## src/rtl/sdram_port_arbiter_if.sv

```systemverilog
// Bus bundle for the SDRAM port arbiter: loader write side, player read
// side and the shared controller port.
interface sdram_port_arbiter_if #(
  parameter int AW = 25,
  parameter int DW = 8
);
  logic          wr_stb;
  logic [AW-1:0] wr_addr;
  logic [DW-1:0] wr_data;
  logic          wr_busy;
  logic          wr_ovf;
  logic [AW-1:0] wr_count;
  logic          cnt_clr;
  logic          rd_req;
  logic [AW-1:0] rd_addr;
  logic          rd_ack;
  logic [DW-1:0] rd_data;
  logic [AW-1:0] mem_addr;
  logic [DW-1:0] mem_din;
  logic          mem_we;
  logic          mem_rd;
  logic [DW-1:0] mem_dout;
  logic          mem_ready;
  logic          mem_tmo;

  // Arbiter side
  modport slave (
    input  wr_stb, wr_addr, wr_data, cnt_clr, rd_req, rd_addr, mem_dout, mem_ready,
    output wr_busy, wr_ovf, wr_count, rd_ack, rd_data, mem_addr, mem_din, mem_we,
           mem_rd, mem_tmo
  );

  // Requesters + controller side
  modport master (
    output wr_stb, wr_addr, wr_data, cnt_clr, rd_req, rd_addr, mem_dout, mem_ready,
    input  wr_busy, wr_ovf, wr_count, rd_ack, rd_data, mem_addr, mem_din, mem_we,
           mem_rd, mem_tmo
  );
endinterface

```

## src/rtl/sdram_port_arbiter.sv

```systemverilog
// Two-requester arbiter for one 8-bit SDRAM controller port.
// Loader writes go through a one-deep holding register; player reads are
// level request / pulse ack. One command in flight at a time, fair tiebreak,
// stall timeout, sticky overflow/timeout flags and a completed-write counter.
module sdram_port_arbiter #(
  parameter int AW         = 25,
  parameter int DW         = 8,
  parameter int TMO_CYCLES = 255
) (
  input  logic                 clk_sys,
  input  logic                 reset,
  sdram_port_arbiter_if.slave  bus
);
  localparam int TW = $clog2(TMO_CYCLES + 1);

  typedef enum logic [1:0] {S_IDLE, S_ISSUE, S_WAIT, S_DONE} state_t;

  state_t        state_q, state_d;
  logic          hold_full_q, hold_full_d;
  logic [AW-1:0] hold_addr_q, hold_addr_d;
  logic [DW-1:0] hold_data_q, hold_data_d;
  logic          last_rd_q, last_rd_d;    // 1: last grant was the read side
  logic          grant_rd_q, grant_rd_d;  // 1: command in flight is a read
  logic [AW-1:0] mem_addr_q, mem_addr_d;
  logic [DW-1:0] mem_din_q, mem_din_d;
  logic          seen_busy_q, seen_busy_d;
  logic [TW-1:0] tmo_cnt_q, tmo_cnt_d;
  logic [DW-1:0] rd_data_q, rd_data_d;
  logic          wr_ovf_q, wr_ovf_d;
  logic [AW-1:0] wr_count_q, wr_count_d;
  logic          mem_tmo_q, mem_tmo_d;

  logic issue, issue_wr;

  // Command goes out the cycle ISSUE sees the controller ready.
  assign issue    = (state_q == S_ISSUE) && bus.mem_ready;
  assign issue_wr = issue && !grant_rd_q;

  // Next-state, holding register, grant and completion bookkeeping.
  always_comb begin
    state_d     = state_q;
    hold_full_d = hold_full_q;
    hold_addr_d = hold_addr_q;
    hold_data_d = hold_data_q;
    last_rd_d   = last_rd_q;
    grant_rd_d  = grant_rd_q;
    mem_addr_d  = mem_addr_q;
    mem_din_d   = mem_din_q;
    seen_busy_d = seen_busy_q;
    tmo_cnt_d   = tmo_cnt_q;
    rd_data_d   = rd_data_q;
    wr_ovf_d    = wr_ovf_q;
    wr_count_d  = wr_count_q;
    mem_tmo_d   = mem_tmo_q;

    // Holding register frees up as its write issues, so a strobe in that
    // same cycle refills it instead of overflowing.
    if (issue_wr) hold_full_d = 1'b0;
    if (bus.wr_stb) begin
      if (!hold_full_q || issue_wr) begin
        hold_full_d = 1'b1;
        hold_addr_d = bus.wr_addr;
        hold_data_d = bus.wr_data;
      end else begin
        wr_ovf_d = 1'b1;
      end
    end

    unique case (state_q)
      S_IDLE: begin
        if (hold_full_q || bus.rd_req) begin
          // On a tie, the side that did not win last time goes first.
          grant_rd_d = bus.rd_req && (!hold_full_q || !last_rd_q);
          last_rd_d  = grant_rd_d;
          if (grant_rd_d) begin
            mem_addr_d = bus.rd_addr;
          end else begin
            mem_addr_d = hold_addr_q;
            mem_din_d  = hold_data_q;
          end
          state_d = S_ISSUE;
        end
      end
      S_ISSUE: begin
        // Waiting for ready here is not a stall of our command yet.
        if (bus.mem_ready) begin
          seen_busy_d = 1'b0;
          tmo_cnt_d   = '0;
          state_d     = S_WAIT;
        end
      end
      S_WAIT: begin
        // Completion needs a busy phase first; ready right after the
        // command is the controller still reporting the previous idle.
        if (!bus.mem_ready) seen_busy_d = 1'b1;
        if (bus.mem_ready && seen_busy_q) begin
          state_d = S_DONE;
          if (grant_rd_q) rd_data_d = bus.mem_dout;
          else            wr_count_d = wr_count_q + 1'b1;
        end else begin
          tmo_cnt_d = tmo_cnt_q + 1'b1;
          if (tmo_cnt_d == TW'(TMO_CYCLES)) begin
            mem_tmo_d = 1'b1;
            state_d   = S_DONE;
            if (grant_rd_q) rd_data_d = '1;
          end
        end
      end
      S_DONE:  state_d = S_IDLE;
      default: state_d = S_IDLE;
    endcase

    // Clear wins over a same-cycle increment or flag set.
    if (bus.cnt_clr) begin
      wr_count_d = '0;
      wr_ovf_d   = 1'b0;
      mem_tmo_d  = 1'b0;
    end
  end

  // State register; reset abandons any command in flight.
  always_ff @(posedge clk_sys) begin
    if (reset) begin
      state_q     <= S_IDLE;
      hold_full_q <= 1'b0;
      hold_addr_q <= '0;
      hold_data_q <= '0;
      last_rd_q   <= 1'b1;
      grant_rd_q  <= 1'b0;
      mem_addr_q  <= '0;
      mem_din_q   <= '0;
      seen_busy_q <= 1'b0;
      tmo_cnt_q   <= '0;
      rd_data_q   <= '0;
      wr_ovf_q    <= 1'b0;
      wr_count_q  <= '0;
      mem_tmo_q   <= 1'b0;
    end else begin
      state_q     <= state_d;
      hold_full_q <= hold_full_d;
      hold_addr_q <= hold_addr_d;
      hold_data_q <= hold_data_d;
      last_rd_q   <= last_rd_d;
      grant_rd_q  <= grant_rd_d;
      mem_addr_q  <= mem_addr_d;
      mem_din_q   <= mem_din_d;
      seen_busy_q <= seen_busy_d;
      tmo_cnt_q   <= tmo_cnt_d;
      rd_data_q   <= rd_data_d;
      wr_ovf_q    <= wr_ovf_d;
      wr_count_q  <= wr_count_d;
      mem_tmo_q   <= mem_tmo_d;
    end
  end

  assign bus.wr_busy  = hold_full_q;
  assign bus.wr_ovf   = wr_ovf_q;
  assign bus.wr_count = wr_count_q;
  assign bus.rd_ack   = (state_q == S_DONE) && grant_rd_q;
  assign bus.rd_data  = rd_data_q;
  assign bus.mem_addr = mem_addr_q;
  assign bus.mem_din  = mem_din_q;
  assign bus.mem_we   = issue_wr;
  assign bus.mem_rd   = issue && grant_rd_q;
  assign bus.mem_tmo  = mem_tmo_q;
endmodule

```

## src/flat_wrapper.sv

```systemverilog
// flat-port wrapper written by rule: the top's interface ports become plain ports
module sdram_port_arbiter_flat 
#(
  parameter int AW         = 25,
  parameter int DW         = 8,
  parameter int TMO_CYCLES = 255
)
  (clk_sys, reset, bus_wr_stb, bus_wr_addr, bus_wr_data, bus_cnt_clr, bus_rd_req, bus_rd_addr, bus_mem_dout, bus_mem_ready, bus_wr_busy, bus_wr_ovf, bus_wr_count, bus_rd_ack, bus_rd_data, bus_mem_addr, bus_mem_din, bus_mem_we, bus_mem_rd, bus_mem_tmo);
  sdram_port_arbiter_if #(.AW(AW), .DW(DW)) bus_i ();
  input  logic clk_sys;
  input  logic reset;
  input wire logic [$bits(bus_i.wr_stb)-1:0] bus_wr_stb;
  input wire logic [$bits(bus_i.wr_addr)-1:0] bus_wr_addr;
  input wire logic [$bits(bus_i.wr_data)-1:0] bus_wr_data;
  input wire logic [$bits(bus_i.cnt_clr)-1:0] bus_cnt_clr;
  input wire logic [$bits(bus_i.rd_req)-1:0] bus_rd_req;
  input wire logic [$bits(bus_i.rd_addr)-1:0] bus_rd_addr;
  input wire logic [$bits(bus_i.mem_dout)-1:0] bus_mem_dout;
  input wire logic [$bits(bus_i.mem_ready)-1:0] bus_mem_ready;
  output wire logic [$bits(bus_i.wr_busy)-1:0] bus_wr_busy;
  output wire logic [$bits(bus_i.wr_ovf)-1:0] bus_wr_ovf;
  output wire logic [$bits(bus_i.wr_count)-1:0] bus_wr_count;
  output wire logic [$bits(bus_i.rd_ack)-1:0] bus_rd_ack;
  output wire logic [$bits(bus_i.rd_data)-1:0] bus_rd_data;
  output wire logic [$bits(bus_i.mem_addr)-1:0] bus_mem_addr;
  output wire logic [$bits(bus_i.mem_din)-1:0] bus_mem_din;
  output wire logic [$bits(bus_i.mem_we)-1:0] bus_mem_we;
  output wire logic [$bits(bus_i.mem_rd)-1:0] bus_mem_rd;
  output wire logic [$bits(bus_i.mem_tmo)-1:0] bus_mem_tmo;
  assign bus_i.wr_stb = bus_wr_stb;
  assign bus_i.wr_addr = bus_wr_addr;
  assign bus_i.wr_data = bus_wr_data;
  assign bus_i.cnt_clr = bus_cnt_clr;
  assign bus_i.rd_req = bus_rd_req;
  assign bus_i.rd_addr = bus_rd_addr;
  assign bus_i.mem_dout = bus_mem_dout;
  assign bus_i.mem_ready = bus_mem_ready;
  assign bus_wr_busy = bus_i.wr_busy;
  assign bus_wr_ovf = bus_i.wr_ovf;
  assign bus_wr_count = bus_i.wr_count;
  assign bus_rd_ack = bus_i.rd_ack;
  assign bus_rd_data = bus_i.rd_data;
  assign bus_mem_addr = bus_i.mem_addr;
  assign bus_mem_din = bus_i.mem_din;
  assign bus_mem_we = bus_i.mem_we;
  assign bus_mem_rd = bus_i.mem_rd;
  assign bus_mem_tmo = bus_i.mem_tmo;
  sdram_port_arbiter #(.AW(AW), .DW(DW), .TMO_CYCLES(TMO_CYCLES)) u_core (.clk_sys(clk_sys), .reset(reset), .bus(bus_i));
endmodule
```

## config.mk

```make
export PLATFORM = sky130hd
export DESIGN_NAME = sdram_port_arbiter_flat
export DESIGN_NICKNAME = d
export VERILOG_FILES = /design/src/rtl/sdram_port_arbiter_if.sv /design/src/rtl/sdram_port_arbiter.sv /design/src/flat_wrapper.sv
export SDC_FILE = /design/constraint.sdc
export NUM_CORES = 1
export LEC_CHECK = 0
export ABC_CLOCK_PERIOD_IN_PS = 1900
export CELL_PAD_IN_SITES_DETAIL_PLACEMENT = 1
export CELL_PAD_IN_SITES_GLOBAL_PLACEMENT = 2
export CORE_MARGIN = 5
export CORE_UTILIZATION = 24
export CTS_CLUSTER_DIAMETER = 50
export CTS_CLUSTER_SIZE = 20
export DETAILED_ROUTE_END_ITERATION = 16
export HOLD_SLACK_MARGIN = 0.03
export PLACE_DENSITY_LB_ADDON = 0.1
export SLEW_MARGIN = 20
export SYNTH_ARGS = -nofsm -noshare
export SYNTH_HDL_FRONTEND = slang
export SYNTH_SLANG_ARGS = --single-unit
```

## constraint.sdc

```tcl
create_clock -name clk_sys -period 1.9 [get_ports clk_sys]
set_input_delay 0.38 -clock clk_sys [delete_from_list [all_inputs] [get_ports clk_sys]]
set_output_delay 0.38 -clock clk_sys [all_outputs]
set_load 0.02 [all_outputs]
```

After elaboration in Yosys (flattened, before gate mapping)
Cells that the tools add are included.
{"block": "totals", "in_bits": 72, "regBits": 115, "elab_cells": 74, "out_inout_bits": 72}
{"block": "op_classes", "addsub": 2, "bitwise_logic": 4, "eq_ne": 9, "n_mux": 19, "n_reduce_logical": 26}
{"operator": "$mux 8", "count": 6}
{"operator": "$add 25x1->25 const B", "count": 1}
{"operator": "$mux 25", "count": 1}
{"operator": "$reduce_and 3->1", "count": 7}
{"operator": "$pmux 8 s2", "count": 1}
{"operator": "$add 8x1->8 const B", "count": 1}
{"operator": "$eq 8x8->1 const B", "count": 1}
{"operator": "$mux 2", "count": 4}
{"operator": "$pmux 2 s4", "count": 1}
{"operator": "$logic_and 1x1->1", "count": 6}
{"operator": "$ne 2x2->1 const B", "count": 3}
{"operator": "$reduce_and 2->1", "count": 3}
{"operator": "$mux 1", "count": 5}
{"operator": "$eq 2x2->1 const B", "count": 2}
{"operator": "$not 1->1", "count": 4}
{"operator": "$reduce_bool 2->1", "count": 2}
{"operator": "$logic_not 1->1", "count": 3}
{"operator": "$logic_or 1x1->1", "count": 3}
{"operator": "$ne 3x1->1 const B", "count": 1}
{"operator": "$eq 2x1->1 const B", "count": 1}
{"operator": "$logic_not 2->1", "count": 1}
{"operator": "$ne 2x1->1 const B", "count": 1}
{"operator": "$pmux 1 s2", "count": 1}
{"operator": "$reduce_or 2->1", "count": 1}

Longest topological paths before layout
{"block": "depth", "depth_word": 6, "depth_mapped": 9, "mapped_depth_nobuf": 7}

Worst setup path after synthesis
Ideal clock, no wire load.
{"block": "synth_path", "path_type": "register to register", "startpoint": "register u_core.state_q[0]", "endpoint": "register u_core.wr_count_q[22] (netlist: u_core.bus.wr_count[22])", "path_slack_ns": 0.110, "synth_period_minus_slack_ns": 1.790, "stages_incl_launch_ff": 9, "t_arrival_ns": 1.662, "cell_sequence": "dfxtp_1 inv_1 ha_1 and4b_1 buf_6 nand4_4 nor4_4 xnor2_1 nor2_1"}
{"block": "synth_via", "elab_chain_len": 2}
{"item": "start, declared", "line_no": "sdram_port_arbiter.sv:18", "text": "state_t state_q, state_d;"}
{"item": "start signal, assigned", "line_no": "sdram_port_arbiter.sv:139", "text": "state_q <= state_d;"}
{"item": "$eq 2x2->1", "line_no": "sdram_port_arbiter.sv:69", "text": "unique case (state_q)"}
{"item": "$reduce_and 3->1 (no line)"}
{"item": "end signal, assigned", "line_no": "sdram_port_arbiter.sv:151", "text": "wr_count_q <= wr_count_d;"}
{"item": "end, declared", "line_no": "sdram_port_arbiter.sv:30", "text": "logic [AW-1:0] wr_count_q, wr_count_d;"}
No other way between the ends.
A chain may end at the register's enable or synchronous reset.

Worst setup path in the final report
{"block": "layout_path", "startpoint": "register u_core.wr_count_q[13] (netlist: u_core.bus.wr_count[13])", "endpoint": "output bus_wr_count[13]"}
{"item": "end, declared", "line_no": "flat_wrapper.sv:22", "text": "output wire logic [$bits(bus_i.wr_count)-1:0] bus_wr_count;"}
No word-level cell between the ends.

==> results.json <==
{
  "dr.first_iter.drc_count": 243,
  "endpoint_kind": "output port",
  "cts_tree": "done",
  "min_path_type": "flip-flop to flip-flop",
  "fp.coreArea_sq_um": 19500,
  "fin_worst_skew_ns": 0.00805,
  "path_buf_inv": 1,
  "cp.arrival_ns": 1.46,
  "period_share_pct": 96.8,
  "crit_start": "u_core.bus.wr_count[13]$_SDFFE_PP0P_",
  "drt_drc_violations_left": 0,
  "reg2reg_depth": 9,
  "drt-total-wl_microns": 15900,
  "p_leak_nw": 2.79,
  "port_buffers": 143,
  "critPathMaxStageDelay_ns": 0.64,
  "stdcell_area_sq_um": 7350,
  "fp.dieW_microns": 151,
  "maxSlewHeadroom_pct": 63.1,
  "rr_startpoint": "u_core.state_q[1]$_SDFFE_PP0P_",
  "async_reset_ff_share_pct": 0,
  "worstSetupEndpoint": "bus_wr_count[13]",
  "synth_nets": 634,
  "reg2reg_slack_ns": 0.09,
  "synth_edf_count": 0,
  "crit_path_cell_trace": "clkdlybuf4s50_1",
  "synthCells": 555,
  "start_util_pct": 24.4,
  "avgSynthCellArea_sq_um": 8.57,
  "worstMarginPinSlew_ns": 0.554,
  "cts-root-buf": "clkbuf_16",
  "cp-start-kind": "flip-flop",
  "holdPathStages": 2,
  "first_pass_iters": 6,
  "cp_slowest_cell": "clkdlybuf4s50_1",
  "clock.fmax_ghz": 0.543,
  "synthToLayoutAreaGrowth_pct": 54.6,
  "antenna_found_initial": 2,
  "cts.sinks": 115,
  "clock_latency_ns": 0.41,
  "cp_num_cells": 1,
  "track_usage_pct": 14.5,
  "crit_family": "buffers and inverters",
  "die_area_sq_um": 22700,
  "ios": 144,
  "drive_above_1_share_pct": 13.3,
  "path_clk_slew_ns": 0.06,
  "clock_tree.buffer_depth": 2,
  "grt_pass1_wl_microns": 26000,
  "die_height_microns": 151,
  "htreeDepth": 4,
  "p_total_mw": 7.64,
  "finalHoldViolations": 0,
  "place_area_sq_um": 6710,
  "row_count": 51,
  "cap_violations": 0,
  "holdBufCountCts": 0,
  "timing_worst_setup_path_type": "flip-flop to output port",
  "grt_overflow": 0,
  "worstReg2RegEnd": "u_core.hold_addr_q[24]$_SDFFE_PP0P_",
  "netlist_top_cells_area": "dfxtp_1 48%, nor2_1 7.6%, nand2_1 6.4%",
  "cts_buffers": 17,
  "setup_ws_ns": 0.0600,
  "ant_nets": 0,
  "synth_seq_area_share_pct": 48.4,
  "yosysTopAreaCell": "dfxtp_1",
  "ys_types": 54,
  "syn_area_sq_um": 4760,
  "grt_pass1_vias": 4940,
  "routed_via_density": 4.64,
  "diodes": 0,
  "post_cts_buffers": 0,
  "peakVddDrop_v": 0.000596,
  "fin_nets": 795,
  "setup_violations": 0,
  "p_per_area_nw_per_um2": 1040,
  "gp_congestion": 0.772,
  "pre_cts_ws_ns": -0.394,
  "vias": 4608,
  "critPathRequiredTime_ns": 1.52,
  "ys_warn_count": 0,
  "grt_max_degree": 89,
  "ys.flop_type": "dfxtp_1",
  "min_period_ns": 1.84,
  "yosysTopAreaCellShare_pct": 48.4,
  "rsz0062_at_grt": "yes",
  "crit_fanout": 5,
  "hpwl_microns": 11000,
  "status": "finished, final reports clean",
  "synth-seq-cells": 115,
  "slew_violations": 0,
  "wl_per_cell_microns": 16.0
}
placed cells by master, fill, tap and decap left out, drive strengths merged, types with 17 or more instances in the layout:
master	Yosys	routed
a222oi	25	25
dfxtp	115	115
clkdlybuf4s50	0	127
xnor2	17	17
o21ai	20	20
nand2	81	81
buf	12	37
nor2	96	96
a21oi	57	57
clkbuf	23	21
area by class of cell:
cell class,count,area (sq um)
fill,2242,12100
multi-input combinational,395,2330
sequential,115,2300
timing repair buffer,177,1760
clock buffer,20,457
tap,265,332
clock inverter,12,133
inverter,10,37.5
state kept, by name, summed over array words and instances, names as in the netlist, 2 cells and up:
signal               flops
u_core.state_q           2
u_core.bus.wr_count     25
u_core.bus.rd_data       8
u_core.bus.mem_addr     25
u_core.bus.mem_din       8
u_core.hold_data_q       8
u_core.hold_addr_q      25
u_core.tmo_cnt_q         8
worst min-delay path, cell delays in order, from the launching register on:
cell and delay [ns]:
dfxtp_1 0.31, nand2_1 0.05, a21oi_1 0.05
worst min path at each step:
stage,end,from
6_report,u_core.hold_addr_q[23]$_SDFFE_PP0P_,u_core.hold_addr_q[23]$_SDFFE_PP0P_
5_1_grt,u_core.hold_addr_q[6]$_SDFFE_PP0P_,u_core.hold_addr_q[6]$_SDFFE_PP0P_
4_1_cts,u_core.hold_addr_q[23]$_SDFFE_PP0P_,u_core.hold_addr_q[23]$_SDFFE_PP0P_
3_5_place_dp,u_core.hold_data_q[1]$_SDFFE_PP0P_,u_core.hold_data_q[1]$_SDFFE_PP0P_
3_3_place_gp,u_core.hold_data_q[6]$_SDFFE_PP0P_,u_core.hold_data_q[6]$_SDFFE_PP0P_
2_1_floorplan,u_core.hold_addr_q[0]$_SDFFE_PP0P_,u_core.hold_addr_q[0]$_SDFFE_PP0P_
synth_stat cells (2+ instances only):
cell type  count
ha_1           7
nor2b_1        3
nor4_4         2
clkbuf_1      23
a41o_1         2
or3_1          3
and3_1         5
o211ai_1       2
a21oi_1       57
xor2_1         7
and4_1         3
nor2_1        96
dfxtp_1      115
buf_2          7
nand3_1        6
nor3_1         8
o21ai_1        3
mux2i_1        9
buf_1          3
o21ai_0       17
nand2_1       81
a31oi_1        2
xnor2_1       17
a222oi_1      25
inv_1         10
and2_1         6
nand3_2        2
nand4_1        8
cell families after synthesis:
| kind of cell | share of synthesized area [%] |
|---|---|
| AND/OR/NAND/NOR | 23.4 |
| AO/OA/AOI/OAI | 16.1 |
| flip-flops | 48.4 |
| buffers and inverters | 3.97 |
| XOR/XNOR | 4.42 |
| multiplexers | 1.89 |
| adder cells (fa/ha/maj) | 1.84 |
per-layer routing:
metal  track usage, %  share of wire, %  vias up
li1                 -                 -     2270
met3             6.40               8.5       24
met2             22.5                44      124
met4             5.26               1.5        4
met5                0              0.13        -
met1             17.9                46     2186
timing repair:
item / CTS / global route
setup endpoints to repair: 20 / 56
pin swaps: 2 / 3
gates resized for setup: 20 / 20
per-stage QoR:
| stage | TNS [ns] | hold slack [ns] | utilization [%] | cells |
|---|---|---|---|---|
| 5_1_grt | -0.0285 | 0.477 | 37.8 | 994 |
| 4_1_cts | 0 | 0.458 | 37.5 | 994 |
| 3_5_place_dp | -18.20 | 0.450 | 34.5 | 962 |
| 6_report | 0 | 0.457 | 37.8 | 994 |
| 2_1_floorplan | 0 | 0.436 | - | 555 |
| 3_3_place_gp | -14.71 | 0.442 | 34.5 | 962 |
power by group:
| group | internal (mW) | total, mW | switching, mW |
|---|---|---|---|
| combinational | 0.811 | 1.71 | 0.896 |
| clock | 2.00 | 3.17 | 1.18 |
| sequential | 2.62 | 2.76 | 0.144 |
| total | 5.43 | 7.64 | 2.22 |
Power figures use the tool's default switching activity.
